File: src/rtl/xadc_drp_responder_if.sv
// -----------------------------------------------------------------------------
// xadc_drp_responder_if
// DRP bus bundle between the sensor-readout logic (master) and the XADC
// stand-in (slave).
//   daddr_in  [6:0]  DRP address               master -> slave
//   den_in           1-cycle enable strobe     master -> slave
//   dwe_in           write enable (with den)   master -> slave
//   di_in    [15:0]  write data                master -> slave
//   do_out   [15:0]  read data (with drdy)     slave  -> master
//   drdy_out         completion pulse          slave  -> master
// -----------------------------------------------------------------------------
interface xadc_drp_responder_if;
   logic [6:0]  daddr_in;
   logic        den_in;
   logic        dwe_in;
   logic [15:0] di_in;
   logic [15:0] do_out;
   logic        drdy_out;

   modport master (
      output daddr_in, den_in, dwe_in, di_in,
      input  do_out, drdy_out
   );

   modport slave (
      input  daddr_in, den_in, dwe_in, di_in,
      output do_out, drdy_out
   );
endinterface

File: src/rtl/xadc_drp_responder.sv
// -----------------------------------------------------------------------------
// xadc_drp_responder
// Synthesizable XADC stand-in answering DRP accesses and sequencing
// alternating ch22 / ch30 conversions that produce deterministic ramp samples.
//
// Parameters:
//   CONV_CYCLES  busy cycles per conversion (>= 2)
//   DRDY_LAT     cycles from accepted den_in to drdy_out (1..15)
//   RAMP_STEP    per-conversion sample increment (low nibble zero)
// Ports:
//   CLK100MHZ    sole clock (DRP clock)
//   CPU_RESETN   synchronous active-low reset
//   drp          DRP slave bundle (daddr/den/dwe/di in, do/drdy out)
//   busy_out     conversion in progress
//   eoc_out      end-of-conversion pulse
//   eos_out      end-of-sequence pulse (after ch30)
//   channel_out  channel of the latest conversion
//   drp_err_out  sticky: den_in seen while a transaction was pending
// Optional feature:
//   XADC_RESP_NOISE_EN  XORs LFSR dither into sample bits [7:4]
// -----------------------------------------------------------------------------
module xadc_drp_responder #(
   parameter int unsigned CONV_CYCLES = 26,
   parameter int unsigned DRDY_LAT    = 4,
   parameter logic [15:0] RAMP_STEP   = 16'h0010
) (
   input  logic                 CLK100MHZ,
   input  logic                 CPU_RESETN,
   xadc_drp_responder_if.slave  drp,
   output logic                 busy_out,
   output logic                 eoc_out,
   output logic                 eos_out,
   output logic [4:0]           channel_out,
   output logic                 drp_err_out
);

   localparam int unsigned CW       = $clog2(CONV_CYCLES);
   localparam logic [CW-1:0] CNT_LAST = CW'(CONV_CYCLES - 1);
   localparam logic [3:0]  LAT_LAST = 4'(DRDY_LAT - 1);

   typedef enum logic {S_CONV, S_EOC}  seq_t;
   typedef enum logic {S_IDLE, S_PEND} drp_t;

   seq_t          seq_state, seq_next;
   logic [CW-1:0] cnt, cnt_next;
   logic          ch30, ch30_next;
   logic          conv_done;

   logic [15:0]   g22, g30, s22, s30;
   logic [15:0]   g22_nx, g30_nx, noise;

   drp_t          drp_state, drp_next;
   logic [3:0]    lat, lat_next;
   logic          capture, protocol_err, drdy_next;
   logic [15:0]   rd_val, cap_val, snap;
   logic [15:0]   cfg0, cfg1, cfg2;

   assign g22_nx = g22 + RAMP_STEP;
   assign g30_nx = g30 + RAMP_STEP;

`ifdef XADC_RESP_NOISE_EN
   logic [15:0] lfsr;

   assign noise = {8'h00, lfsr[3:0], 4'h0};

   always_ff @(posedge CLK100MHZ) begin
      if (!CPU_RESETN)
         lfsr <= 16'hACE1;
      else if (conv_done)
         lfsr <= {lfsr[0] ^ lfsr[2] ^ lfsr[3] ^ lfsr[5], lfsr[15:1]};
   end
`else
   assign noise = '0;
`endif

   // ---------------- conversion sequencer ----------------
   always_comb begin
      seq_next  = seq_state;
      cnt_next  = cnt;
      ch30_next = ch30;
      conv_done = 1'b0;
      unique case (seq_state)
         S_CONV: begin
            if (cnt == CNT_LAST) begin
               seq_next  = S_EOC;
               conv_done = 1'b1;
            end else begin
               cnt_next = cnt + 1'b1;
            end
         end
         S_EOC: begin
            seq_next  = S_CONV;
            cnt_next  = '0;
            ch30_next = ~ch30;
         end
         default: ;
      endcase
   end

   // Reset parks the sequencer in EOC of ch30 (flags themselves forced low),
   // so the first cycle after release is CONV of ch22.
   always_ff @(posedge CLK100MHZ) begin
      if (!CPU_RESETN) begin
         seq_state   <= S_EOC;
         cnt         <= '0;
         ch30        <= 1'b1;
         busy_out    <= 1'b0;
         eoc_out     <= 1'b0;
         eos_out     <= 1'b0;
         channel_out <= '0;
         g22         <= 16'h0000;
         g30         <= 16'h8000;
         s22         <= '0;
         s30         <= '0;
      end else begin
         seq_state <= seq_next;
         cnt       <= cnt_next;
         ch30      <= ch30_next;
         busy_out  <= (seq_next == S_CONV);
         eoc_out   <= conv_done;
         eos_out   <= conv_done & ch30;
         if (conv_done) begin
            channel_out <= ch30 ? 5'h1E : 5'h16;
            if (ch30) begin
               g30 <= g30_nx;
               s30 <= g30_nx ^ noise;
            end else begin
               g22 <= g22_nx;
               s22 <= g22_nx ^ noise;
            end
         end
      end
   end

   // ---------------- DRP transaction FSM ----------------
   always_comb begin
      rd_val = '0;
      unique case (drp.daddr_in)
         7'h16:   rd_val = s22;
         7'h1E:   rd_val = s30;
         7'h40:   rd_val = cfg0;
         7'h41:   rd_val = cfg1;
         7'h42:   rd_val = cfg2;
         default: rd_val = '0;
      endcase
   end

   assign cap_val = drp.dwe_in ? 16'h0000 : rd_val;

   always_comb begin
      drp_next     = drp_state;
      lat_next     = lat;
      capture      = 1'b0;
      protocol_err = 1'b0;
      drdy_next    = 1'b0;
      unique case (drp_state)
         S_IDLE: begin
            if (drp.den_in) begin
               capture = 1'b1;
               if (DRDY_LAT == 1) begin
                  drdy_next = 1'b1;
               end else begin
                  drp_next = S_PEND;
                  lat_next = 4'd1;
               end
            end
         end
         S_PEND: begin
            protocol_err = drp.den_in;
            if (lat == LAT_LAST) begin
               drdy_next = 1'b1;
               drp_next  = S_IDLE;
            end else begin
               lat_next = lat + 4'd1;
            end
         end
         default: ;
      endcase
   end

   // The snapshot reads the sample registers before this edge's update,
   // so a same-cycle read/update collision returns the old value.
   always_ff @(posedge CLK100MHZ) begin
      if (!CPU_RESETN) begin
         drp_state    <= S_IDLE;
         lat          <= '0;
         snap         <= '0;
         drp.do_out   <= '0;
         drp.drdy_out <= 1'b0;
         drp_err_out  <= 1'b0;
         cfg0         <= '0;
         cfg1         <= '0;
         cfg2         <= '0;
      end else begin
         drp_state    <= drp_next;
         lat          <= lat_next;
         drp.drdy_out <= drdy_next;
         if (capture)
            snap <= cap_val;
         if (drdy_next)
            drp.do_out <= (DRDY_LAT == 1) ? cap_val : snap;
         else
            drp.do_out <= '0;
         if (protocol_err)
            drp_err_out <= 1'b1;
         if (capture && drp.dwe_in) begin
            unique case (drp.daddr_in)
               7'h40:   cfg0 <= drp.di_in;
               7'h41:   cfg1 <= drp.di_in;
               7'h42:   cfg2 <= drp.di_in;
               default: ;
            endcase
         end
      end
   end

endmodule

File: src/flat_wrapper.sv
// flat-port wrapper written by rule: the top's interface ports become plain ports
module xadc_drp_responder_flat 
#(
   parameter int unsigned CONV_CYCLES = 26,
   parameter int unsigned DRDY_LAT    = 4,
   parameter logic [15:0] RAMP_STEP   = 16'h0010
)
  (CLK100MHZ, CPU_RESETN, busy_out, eoc_out, eos_out, channel_out, drp_err_out, drp_daddr_in, drp_den_in, drp_dwe_in, drp_di_in, drp_do_out, drp_drdy_out);
  xadc_drp_responder_if drp_i ();
  input  logic CLK100MHZ;
  input  logic CPU_RESETN;
  output logic busy_out;
  output logic eoc_out;
  output logic eos_out;
  output logic [4:0] channel_out;
  output logic drp_err_out;
  input wire logic [$bits(drp_i.daddr_in)-1:0] drp_daddr_in;
  input wire logic [$bits(drp_i.den_in)-1:0] drp_den_in;
  input wire logic [$bits(drp_i.dwe_in)-1:0] drp_dwe_in;
  input wire logic [$bits(drp_i.di_in)-1:0] drp_di_in;
  output wire logic [$bits(drp_i.do_out)-1:0] drp_do_out;
  output wire logic [$bits(drp_i.drdy_out)-1:0] drp_drdy_out;
  assign drp_i.daddr_in = drp_daddr_in;
  assign drp_i.den_in = drp_den_in;
  assign drp_i.dwe_in = drp_dwe_in;
  assign drp_i.di_in = drp_di_in;
  assign drp_do_out = drp_i.do_out;
  assign drp_drdy_out = drp_i.drdy_out;
  xadc_drp_responder #(.CONV_CYCLES(CONV_CYCLES), .DRDY_LAT(DRDY_LAT), .RAMP_STEP(RAMP_STEP)) u_core (.CLK100MHZ(CLK100MHZ), .CPU_RESETN(CPU_RESETN), .drp(drp_i), .busy_out(busy_out), .eoc_out(eoc_out), .eos_out(eos_out), .channel_out(channel_out), .drp_err_out(drp_err_out));
endmodule
File: config.mk
export PLATFORM = sky130hd
export DESIGN_NAME = xadc_drp_responder_flat
export DESIGN_NICKNAME = d
export VERILOG_FILES = /design/src/rtl/xadc_drp_responder_if.sv /design/src/rtl/xadc_drp_responder.sv /design/src/flat_wrapper.sv
export SDC_FILE = /design/constraint.sdc
export NUM_CORES = 1
export LEC_CHECK = 0
export CORE_MARGIN = 1
export CORE_UTILIZATION = 56
export CTS_CLUSTER_SIZE = 40
export DETAILED_ROUTE_END_ITERATION = 8
export PLACE_DENSITY = 0.84
export SLEW_MARGIN = 20
export SYNTH_ARGS = -nofsm -noshare
export SYNTH_HDL_FRONTEND = slang
export SYNTH_SLANG_ARGS = --single-unit
File: constraint.sdc
create_clock -name CLK100MHZ -period 2.35 [get_ports CLK100MHZ]
set_clock_uncertainty 0.05 [all_clocks]
set_input_delay 0.235 -clock CLK100MHZ [delete_from_list [all_inputs] [get_ports CLK100MHZ]]
set_output_delay 0.235 -clock CLK100MHZ [all_outputs]
set_load 0.02 [all_outputs]
## Word-level counts from Yosys, hierarchy flattened

Cells that the tools add are included.

| word-level totals | value |
|---|---|
| register bits | 150 |
| output and inout port bits | 26 |
| logic and storage cells | 64 |

| operators by class | value |
|---|---|
| reductions and logical operators | 8 |
| $add $sub $neg | 4 |
| bitwise logic cells | 5 |
| muxes and demuxes | 18 |
| equal/unequal tests | 10 |

Operators with widths:

| cell | count |
|---|---|
| $pmux W16 S5 | 1 |
| $add A16 B5 Y16 const B | 2 |
| $eq A7 B7 Y1 const B | 3 |
| $mux W16 | 1 |
| $eq A7 B5 Y1 const B | 2 |
| $reduce_and A2 Y1 | 7 |
| $mux W4 | 3 |
| $pmux W5 S2 | 1 |
| $mux W1 | 8 |
| $pmux W4 S2 | 1 |
| $ne A2 B2 Y1 const B | 3 |
| $add A5 B1 Y5 const B | 1 |
| $eq A5 B5 Y1 const B | 1 |
| $mux W5 | 1 |
| $add A4 B1 Y4 const B | 1 |
| $eq A4 B2 Y1 const B | 1 |
| $not A1 Y1 | 4 |
| $pmux W1 S2 | 2 |
| $and A1 B1 Y1 | 1 |
| $logic_and A1 B1 Y1 | 1 |

## Depth between registers and ports, before layout

Gate-level depths: netlist of the first run.

| depth | value |
|---|---|
| word-level depth | 4 |
| depth in mapped cells | 7 |

## Least setup slack after synthesis of the first run

OpenSTA, ideal clock, no wires.

| timing | value |
|---|---|
| kind | reg-to-reg |
| start | reg u_core.cnt[0] |
| end | reg u_core.s22[13] |
| cell stages (with the launch flop) | 6 |
| data arrival time | 1,601 ps |
| period minus slack after synthesis | 1,770 ps |
| buffers on the path | 0 |
| slack | 580 ps |
| path through | dfxtp_1 ha_1 nand4b_1 nor4_2 nand4_1 mux2i_1 |

| on the way | value |
|---|---|
| word-level cells in the longest chain between the ends | 4 |

RTL lines:

| item | RTL line | text |
|---|---|---|
| start, declared | xadc_drp_responder.sv:45 | `logic [CW-1:0] cnt, cnt_next;` |
| start signal, assigned | xadc_drp_responder.sv:117 | `cnt <= cnt_next;` |
| $eq A5 B5 Y1 | xadc_drp_responder.sv:84 | `if (cnt == CNT_LAST) begin` |
| $mux W1 | xadc_drp_responder.sv:84 |  |
| $mux W1 | xadc_drp_responder.sv:82 | `unique case (seq_state)` |
| $reduce_and A2 Y1 (no source line) | - |  |
| end signal, assigned | xadc_drp_responder.sv:129 | `s22 <= g22_nx ^ noise;` |
| end, declared | xadc_drp_responder.sv:49 | `logic [15:0] g22, g30, s22, s30;` |

No other way between the ends.
A chain may end at the register's enable or synchronous reset.

==> flow_summary_export.csv, run 1 <==
group,metric,value,unit
timing,finalCritPeriodShare,80.7,%
yosys,async_flop_share,0,%
die,die_y,99.0,um
setup_path,worstPathRequired,2.68,ns
routing,drtIter0Drc,210,
timing,fin_tns_setup,0,ns
die,dieArea,0.00981,sq mm
power_and_ir_drop,power,5.09,mW
timing,layout_setup_ws,0.453,ns
clock_tree,clk-insertion-delay-late,0.51,ns
power_and_ir_drop,cellPowerDensity,773,mW/mm^2
clock_tree,cts_inserted_buffers,17,
placement,dp_cells,697,
timing,setup_viol,0,
yosys,syn_area,0.00527,sq mm
setup_path,r2r_cells,5,
min_path,whs_path_depth,3,
finish,drive_gt1_share,13.1,%
setup_path,cp_max_fo,4,
timing,finalCriticalPeriod,1.90,ns
timing,hold_viol,0,
routing,vias_per_cell,5.79,
clock_tree,h-tree-depth,4,
yosys,synthesis.nets,582,
placement,post-place-ws,0.136,ns
yosys,ys_seq_elements,124,
die,start_util,57.3,%
die,fp.dieW,99.0,um
clock_tree,cts_hold_buffers,0,
yosys,syn-instance-count,550,
routing,wirelength,12000,um
timing,rsz0062_at_grt,"false",
global_route,grt_max_degree,38,
status,outcome,"finished, final reports clean",
yosys,synth_edf_count,0,
clock_tree,post_cts_buffers,0,
routing,routedWlPerCell,16.5,um
yosys,synth_ff_type,"dfxtp_1",
setup_path,cp.arrival,2.23,ns
routing,vias,4222,
finish,layout.nets,637,
yosys,synth_largest_area_cell,"dfxtp_1",
die,boundaryPins,53,
clock_tree,cts.sinks,124,
setup_path,start_kind,"flip-flop",
min_path,worst_hold_path_type,"in -> reg",
setup_path,critical_path_class,"reg -> reg",
timing,tightest_slew,0.791,ns
placement,finalWeightedCongestion,0.947,
yosys,yosysSeqAreaShare,47.1,%
power_and_ir_drop,p_leak,2.56,nW
yosys,synth.most_common_cell,"dfxtp_1",
clock_tree,cts_resized,0,
yosys,synthTopCellsByCount,"dfxtp_1 (124), nor2_1 (70), mux2i_1 (55)",
yosys,synth.distinct_cells,51,
finish,layoutNonFillerInstCount,729,
setup_path,reg2reg_setup_slack,0.45,ns
clock_tree,cts_tree,"done",
yosys,yosysWarnings,0,
global_route,grt_pass1_wl,19800,um
routing,ant_nets,0,
finish,antenna_cells,0,
global_route,antenna_found_initial,0,
timing,slew_violations,0,
power_and_ir_drop,ir_drop,0.000617,V
timing,fmaxAchievable,0.527,GHz
yosys,ys_top_cells_by_area,"dfxtp_1 (47%), mux2i_1 (10%), nor2_1 (5.0%), nand2_1 (3.3%), o2bb2ai_1 (2.7%)",
routing,drt_pass1_iterations,5,
yosys,syn_area_per_cell,9.59,sq um
clock_tree,root_buffer,"clkbuf_8",
die,rows,35,
timing,relSlewSlack,46.6,%
global_route,grt_overflow,0,
routing,drcViolationCount,0,
placement,io_buffers,51,
global_route,grt_pass1_vias,4062,
clock_tree,clock_path_buffers,2,
finish,synthToLayoutAreaGrowth,24.9,%
setup_path,end_kind,"flip-flop",
placement,hpwlAfterDp,8060,um
yosys,synth_top_area_share,47.1,%
clock_tree,clkTransAtPathRegs,0.06,ns
global_route,track_usage,25.9,%
run,maxCapViolCount,0,
die,core-area,0.00920,sq mm
## cell families (layout without fill, tap and decap cells)
kind of cell | after synthesis | after routing | share of synthesized area, %
buffers and inverters | 39 | 107 | 3.44
other | 1 | 1 | 0.0711
AO/OA/AOI/OAI | 76 | 76 | 10.4
flip-flops | 124 | 124 | 47.1
adder cells (fa/ha/maj) | 5 | 5 | 1.19
AND/OR/NAND/NOR | 221 | 221 | 22.0
multiplexers | 67 | 67 | 13.0
XOR/XNOR | 17 | 17 | 2.82
## metal layers
layer,part of all wire [%],global-route usage (%),up-vias
met2,51,44.2,125
met3,4.5,5.60,12
met4,1.3,10.3,0
met5,0,0,-
met1,44,31.9,2040
li1,-,-,2045
## per-stage QoR
stage / area, sq um / util [%] / hold slack [ns]
2_1_floorplan: 5270 / - / 0.325
3_3_place_gp: 5960 / 64.9 / 0.385
3_5_place_dp: 5960 / 64.9 / 0.395
4_1_cts: 6590 / 71.6 / 0.300
5_1_grt: 6590 / 71.6 / 0.321
6_report: 6590 / 71.6 / 0.320
## final cells by class
class | instances | area, sq um
clock inverter | 13 | 191
clock buffer | 19 | 432
fill | 632 | 2610
multi-input combinational | 387 | 2610
inverter | 5 | 18.8
sequential | 124 | 2480
tap | 111 | 139
timing repair buffer | 70 | 716
## flip-flops by register name (all words and copies together) (netlist names), 2 cells and up
signal / cells
u_core.drp.do_out: 16
u_core.cnt: 5
u_core.lat: 4
u_core.cfg2: 16
u_core.g30: 12
u_core.channel_out: 2
u_core.cfg1: 16
u_core.s22: 12
u_core.cfg0: 16
u_core.snap: 16
## path summary, 6_finish.rpt
path                                      from                          endpoint
setup / recovery    u_core.s22[4]$_SDFFE_PN0P_       u_core.s22[12]$_SDFFE_PN0P_
setup reg to reg    u_core.s22[4]$_SDFFE_PN0P_       u_core.s22[12]$_SDFFE_PN0P_
hold reg to reg   u_core.snap[13]$_SDFFE_PN0P_  u_core.drp.do_out[13]$_SDFF_PN0_
hold / removal                    drp_di_in[2]       u_core.cfg2[2]$_SDFFE_PN0P_
## critical path, cell delays in order (launching register included)
cell	delay (ns)
dfxtp_1	0.40
ha_1	0.19
nor4bb_1	0.64
nand4_1	0.22
xor2_1	0.22
nor2_1	0.06
## where the power goes
group	leakage (nW)	switching (mW)	internal, mW	total (mW)
clock network	0.295	0.946	1.76	2.70
logic	1.27	0.132	0.108	0.240
registers	1.00	0.0217	2.13	2.15
## placed cells by master (no fill, tap or decap), types with 11 or more instances in the layout
cell type and instances:
nand3_1 14, a21oi_1 20, o2bb2ai_1 16, buf_4 14, clkdlybuf4s50_1 51, and2_1 20
nand2b_1 11, nor2_1 70, dfxtp_1 124, mux2_2 12, xnor2_1 12, nand2_1 47
mux2i_1 55, clkbuf_16 16, nor3_1 11
Note: power is estimated with default switching activity, not from simulation.
==> inputs of run 2 (changes only) <==
CORE_UTILIZATION = 51   (was 56)
PLACE_DENSITY = 0.81   (was 0.84)
clock period = 1.7 ns   (was 2.35 ns; I/O delays follow)
==> run 2 against run 1 <==
The flow now finishes with violations (negative setup slack). Critical path depth increased by 2. Sequential power increased by 38%. Die area increased by 9.6%. Total power increased by 31%. Maximum frequency increased by 6.8%. Sequential share of layout area decreased by 1.1 points. Via count increased by 0.43%. Cell area increased by 3.2%. Clock power increased by 23%. Non-clock buffer count increased by 30.
==> flow_summary_export.csv, run 2 (synthesis gave the netlist of run 1 again) <==
group,metric,value,unit
status,outcome,"finished, violations left",
status,violations,"negative setup slack",
setup_path,cpPeakStageDelay,0.50,ns
die,dieArea,0.0107,sq mm
setup_path,reg2reg_setup_slack,-0.08,ns
global_route,grt_max_degree,38,
min_path,min_from,"drp_di_in[9]",
die,die_y,104,um
timing,setup_viol,6,
finish,antenna_cells,0,
finish,stdcell_area,0.00680,sq mm
finish,fillCellCount,724,
setup_path,path_depth,7,
clock_tree,h-tree-depth,4,
min_path,worst_hold_path_type,"in -> reg",
timing,fmaxAchievable,0.563,GHz
setup_path,worstPathRequired,2.06,ns
finish,layout.nets,667,
routing,ant_nets,0,
clock_tree,cts.sinks,124,
die,rows,36,
finish,synthToLayoutAreaGrowth,29.0,%
timing,slew_violations,0,
finish,mostFrequentLayoutCells,"dfxtp_1 (122), nor2_1 (70), mux2i_1 (55)",
power_and_ir_drop,ir_drop,0.000665,V
setup_path,path_cells,"inv_2 -> ha_4 -> nand4b_1 -> nor4_4 -> buf_4 -> xnor2_1 -> nor2_1",
die,start_util,53.2,%
timing,finalCriticalPeriod,1.78,ns
setup_path,cp_max_fo,5,
setup_path,critPathTopFamily,"simple AND/OR/NAND/NOR gates",
setup_path,critical_path_class,"reg -> reg",
global_route,grt_overflow,0,
clock_tree,cts_tree,"done",
finish,layoutNonFillerInstCount,780,
die,core-area,0.00991,sq mm
routing,drt_pass1_iterations,4,
setup_path,end_kind,"flip-flop",
clock_tree,clkTransAtPathRegs,0.06,ns
setup_path,timing.rr.end,"u_core.s22[7]$_SDFFE_PN0P_",
timing,layout_setup_ws,-0.0770,ns
setup_path,endpoint,"u_core.s22[7]$_SDFFE_PN0P_",
finish,layout_commonest_cell,"dfxtp_1",
routing,routedWlPerCell,15.9,um
placement,placed_area,0.00620,sq mm
routing,drtIter0Drc,133,
timing,hold_viol,0,
run,maxCapViolCount,0,
setup_path,cp-startpoint,"u_core.cnt[1]$_SDFFE_PN0P_",
routing,wirelength,12400,um
global_route,grt_pass1_vias,4250,
placement,io_buffers,51,
timing,rsz0062_at_grt,"true",
clock_tree,root_buffer,"clkbuf_8",
clock_tree,cts_hold_buffers,0,
setup_path,r2r-start,"u_core.cnt[1]$_SDFFE_PN0P_",
finish,postLayoutCoreUtil,68.6,%
routing,vias,4240,
timing,finalCritPeriodShare,105,%
setup_path,slowest_stage,"nor4_4",
clock_tree,clock_path_buffers,2,
die,fp.dieW,104,um
global_route,antenna_found_initial,0,
setup_path,cp.arrival,2.14,ns
placement,hpwlAfterDp,8340,um
placement,dp_cells,746,
setup_path,r2r_cells,7,
finish,drive_gt1_share,17.9,%
placement,finalWeightedCongestion,0.914,
power_and_ir_drop,cellPowerDensity,981,mW/mm^2
power_and_ir_drop,p_leak,2.75,nW
routing,drcViolationCount,0,
placement,post-place-ws,-0.410,ns
global_route,track_usage,23.4,%
global_route,grt_pass1_wl,19900,um
setup_path,path_buf_inv,2,
power_and_ir_drop,power,6.67,mW
clock_tree,cts_inserted_buffers,17,
clock_tree,clk-insertion-delay-late,0.52,ns
routing,vias_per_cell,5.44,
setup_path,start_kind,"flip-flop",
die,boundaryPins,53,
run 2: layout make-up:
type	instances	area, sq um	area share (%)
clock inverter	7	62.6	0.920
timing repair buffer	100	937	13.8
inverter	5	18.8	0.276
clock buffer	24	490	7.21
multi-input combinational	387	2640	38.8
tap	133	166	2.45
sequential	124	2480	36.5
run 2: worst min path at each step:
stage                                         endpoint  slack [ns]  depth (start not counted)
finish                     u_core.cfg2[9]$_SDFFE_PN0P_        0.24                          3
global route               u_core.cfg2[2]$_SDFFE_PN0P_        0.24                          3
CTS                        u_core.cfg2[9]$_SDFFE_PN0P_        0.22                          3
detailed placement  u_core.channel_out[3]$_SDFFE_PN0N_        0.40                          1
global placement    u_core.channel_out[3]$_SDFFE_PN0N_        0.39                          1
floorplan                  u_core.cfg2[0]$_SDFFE_PN0P_        0.26                          2
run 2: what timing repair did:
item	in CTS	in global routing
pin swaps	0	8
buffers inserted	0	3
endpoints found under the setup margin	5	18
cloned	0	0
resized for setup	5	9
run 2: report_power, final:
part	switching [mW]	internal [mW]
Combinational	0.206	0.183
Sequential	0.0185	2.94
Clock	1.22	2.11
Total	1.44	5.23
run 2: stage by stage:
stage	setup TNS, ns	hold slack [ns]
CTS	0	0.221
floorplan	0	0.260
global placement	-19.28	0.388
global route	-0.892	0.238
finish	-0.234	0.240
detailed placement	-21.29	0.395
run 2: worst reg2reg max path, delay by kind of cell, from the launching register on:
family	cells	cell delay [ns]
fa+ha+maj	1	0.15
flops	1	0.32
buf+inv	2	0.24
simple gates	3	0.80
xor+xnor	1	0.11
run 2: metal layers:
metal / wire [um] / track usage (%) / part of all wire [%] / up-vias
met5: 0 / 0 / 0 / -
met4: 117 / 9.59 / 0.94 / 0
met3: 567 / 5.92 / 4.6 / 12
met2: 6240 / 40.2 / 50 / 92
met1: 5460 / 27.9 / 44 / 2037
li1: - / - / - / 2099
==> inputs of run 3 (changes only) <==
clock period = 1.6 ns   (was 1.7 ns; I/O delays follow)
==> run 3 against run 2 <==
Highest routed layer unchanged. Wire length up 0.87%. Setup slack better by 0.086 ns. Utilization rose by 1.7 points. Die area is the same. The run now ends clean. Flip-flop and latch count unchanged. Critical path depth shrank 1. Via count rose by 2.4%. Critical path type unchanged.
==> flow_summary_export.csv, run 3 (synthesis gave the netlist of run 1 again) <==
group,metric,value,unit
power_and_ir_drop,cellPowerDensity,1050,mW/mm^2
routing,drtIter0Drc,190,
finish,fillCellCount,714,
setup_path,cp_max_fo,5,
clock_tree,h-tree-depth,4,
timing,hold_viol,0,
setup_path,slowest_stage,"or3_4",
placement,post-place-ws,-0.572,ns
setup_path,cpPeakStageDelay,0.40,ns
finish,layout_commonest_cell,"dfxtp_1",
placement,io_buffers,51,
die,rows,36,
clock_tree,cts.sinks,124,
timing,fin_tns_setup,0,ns
die,fp.dieW,104,um
timing,fin_hold_ws,0.224,ns
timing,rsz0062_at_grt,"true",
timing,fmaxAchievable,0.629,GHz
setup_path,critical_path_class,"reg -> reg",
routing,drt_pass1_iterations,5,
run,maxCapViolCount,0,
power_and_ir_drop,p_int,5.76,mW
clock_tree,clk-insertion-delay-late,0.53,ns
placement,hpwlAfterDp,8350,um
finish,antenna_cells,0,
power_and_ir_drop,p_leak,2.90,nW
global_route,grt_pass1_vias,4293,
placement,finalWeightedCongestion,0.887,
timing,finalCritPeriodShare,99.4,%
power_and_ir_drop,comb_power_share,5.8,%
global_route,grt_pass1_wl,20300,um
finish,drive_gt1_share,22.5,%
clock_tree,clkTransAtPathRegs,0.06,ns
routing,wirelength,12500,um
timing,finalCriticalPeriod,1.59,ns
clock_tree,cts_inserted_buffers,17,
setup_path,cp.arrival,2.00,ns
setup_path,worstPathRequired,2.01,ns
die,core-area,0.00991,sq mm
global_route,grt_overflow,0,
finish,synthToLayoutAreaGrowth,32.2,%
power_and_ir_drop,power_frac_clock,51.4,%
global_route,antenna_found_initial,0,
setup_path,start_kind,"flip-flop",
power_and_ir_drop,p_seq_share,42.7,%
clock_tree,root_buffer,"clkbuf_8",
routing,ant_nets,0,
routing,vias,4342,
setup_path,end_kind,"flip-flop",
clock_tree,cts_tree,"done",
setup_path,path_cells,"inv_2 -> ha_4 -> and3b_2 -> nand4_1 -> or3_4 -> a21oi_2",
timing,layout_setup_ws,0.00928,ns
finish,mostFrequentLayoutCells,"dfxtp_1 (120), nor2_1 (70), mux2i_1 (55)",
finish,stdcell_area,0.00697,sq mm
routing,routedWlPerCell,15.9,um
timing,slew_violations,0,
power_and_ir_drop,ir_drop,0.000653,V
status,outcome,"finished, final reports clean",
die,die_y,104,um
global_route,track_usage,23.9,%
clock_tree,clock_path_buffers,2,
power_and_ir_drop,switchingPower,1.59,mW
die,dieArea,0.0107,sq mm
clock_tree,cts_hold_buffers,0,
placement,placed_area,0.00625,sq mm
timing,setup_viol,0,
min_path,worst_hold_path_type,"in -> reg",
routing,vias_per_cell,5.52,
power_and_ir_drop,switching_share,21.7,%
power_and_ir_drop,power,7.35,mW
global_route,grt_max_degree,31,
routing,drcViolationCount,0,
die,boundaryPins,53,
finish,layout.nets,673,
setup_path,reg2reg_setup_slack,0.009,ns
die,start_util,53.2,%
## run 3: cell count changes in the layout (fill, tap and decap cells not counted), sizes merged
cell,before,now
buf,49,54
bufinv,1,3
clkbuf,24,21
clkdlybuf4s50,45,25
clkinv,5,4
clkinvlp,1,4
dlygate4sd2,5,26
dlymetal6s2s,1,0
## run 3: worst paths after layout
path | startpoint | to | depth (start not counted)
worst min register to register | u_core.cfg2[11]$_SDFFE_PN0P_ | u_core.cfg2[11]$_SDFFE_PN0P_ | 2
worst min-delay path | drp_di_in[1] | u_core.cfg2[1]$_SDFFE_PN0P_ | 3
worst max register to register | u_core.cnt[1]$_SDFFE_PN0P_ | u_core.g30[9]$_SDFFE_PN0P_ | 6
worst max-delay path | u_core.cnt[1]$_SDFFE_PN0P_ | u_core.g30[9]$_SDFFE_PN0P_ | 6
## run 3: metrics by stage
stage               std cells  utilization [%]
global route              786             70.4
CTS                       782             69.1
floorplan                 550                -
finish                    786             70.4
detailed placement        749             63.1
global placement          749             63.1
## run 3: what timing repair did
item                       CTS  global route
pin swaps                    4            16
setup buffers                2             3
resized for setup           33            26
setup endpoints to repair   55            35
cloned                       0             1
## run 3: layout make-up
| type | instances | area, sq um | area share (%) |
|---|---|---|---|
| multi-input cells | 387 | 2720 | 39.1 |
| clock buffers | 20 | 445 | 6.39 |
| clock inverters | 11 | 144 | 2.06 |
| well taps | 133 | 166 | 2.39 |
| flip-flops and latches | 124 | 2490 | 35.7 |
| repair buffers | 106 | 987 | 14.2 |
| inverters | 5 | 18.8 | 0.269 |
## run 3: worst max-delay path: cells and delay by family (launching register included)
kind	cells	cell delay, ns
AND/OR/NAND/NOR	3	0.84
flip-flops	1	0.32
adder cells (fa/ha/maj)	1	0.13
AO/OA/AOI/OAI	1	0.12
buffers and inverters	1	0.06
## run 3: layer usage
layer / wire length (um) / vias to the layer above / track usage, %
met5: 0 / - / 0
met4: 265 / 0 / 8.57
met3: 719 / 26 / 6.61
met2: 6120 / 146 / 40.8
met1: 5390 / 2051 / 28.7
li1: - / 2119 / -
## run 3: power groups by stage
stage | Combinational (mW) | Clock, mW | Sequential [mW]
floorplan | 0.197 | 0 | 3.21
global placement | 0.398 | 0 | 3.20
detailed placement | 0.409 | 0 | 3.21
CTS | 0.415 | 3.82 | 3.14
global route | 0.461 | 3.97 | 3.15
finish | 0.429 | 3.78 | 3.14
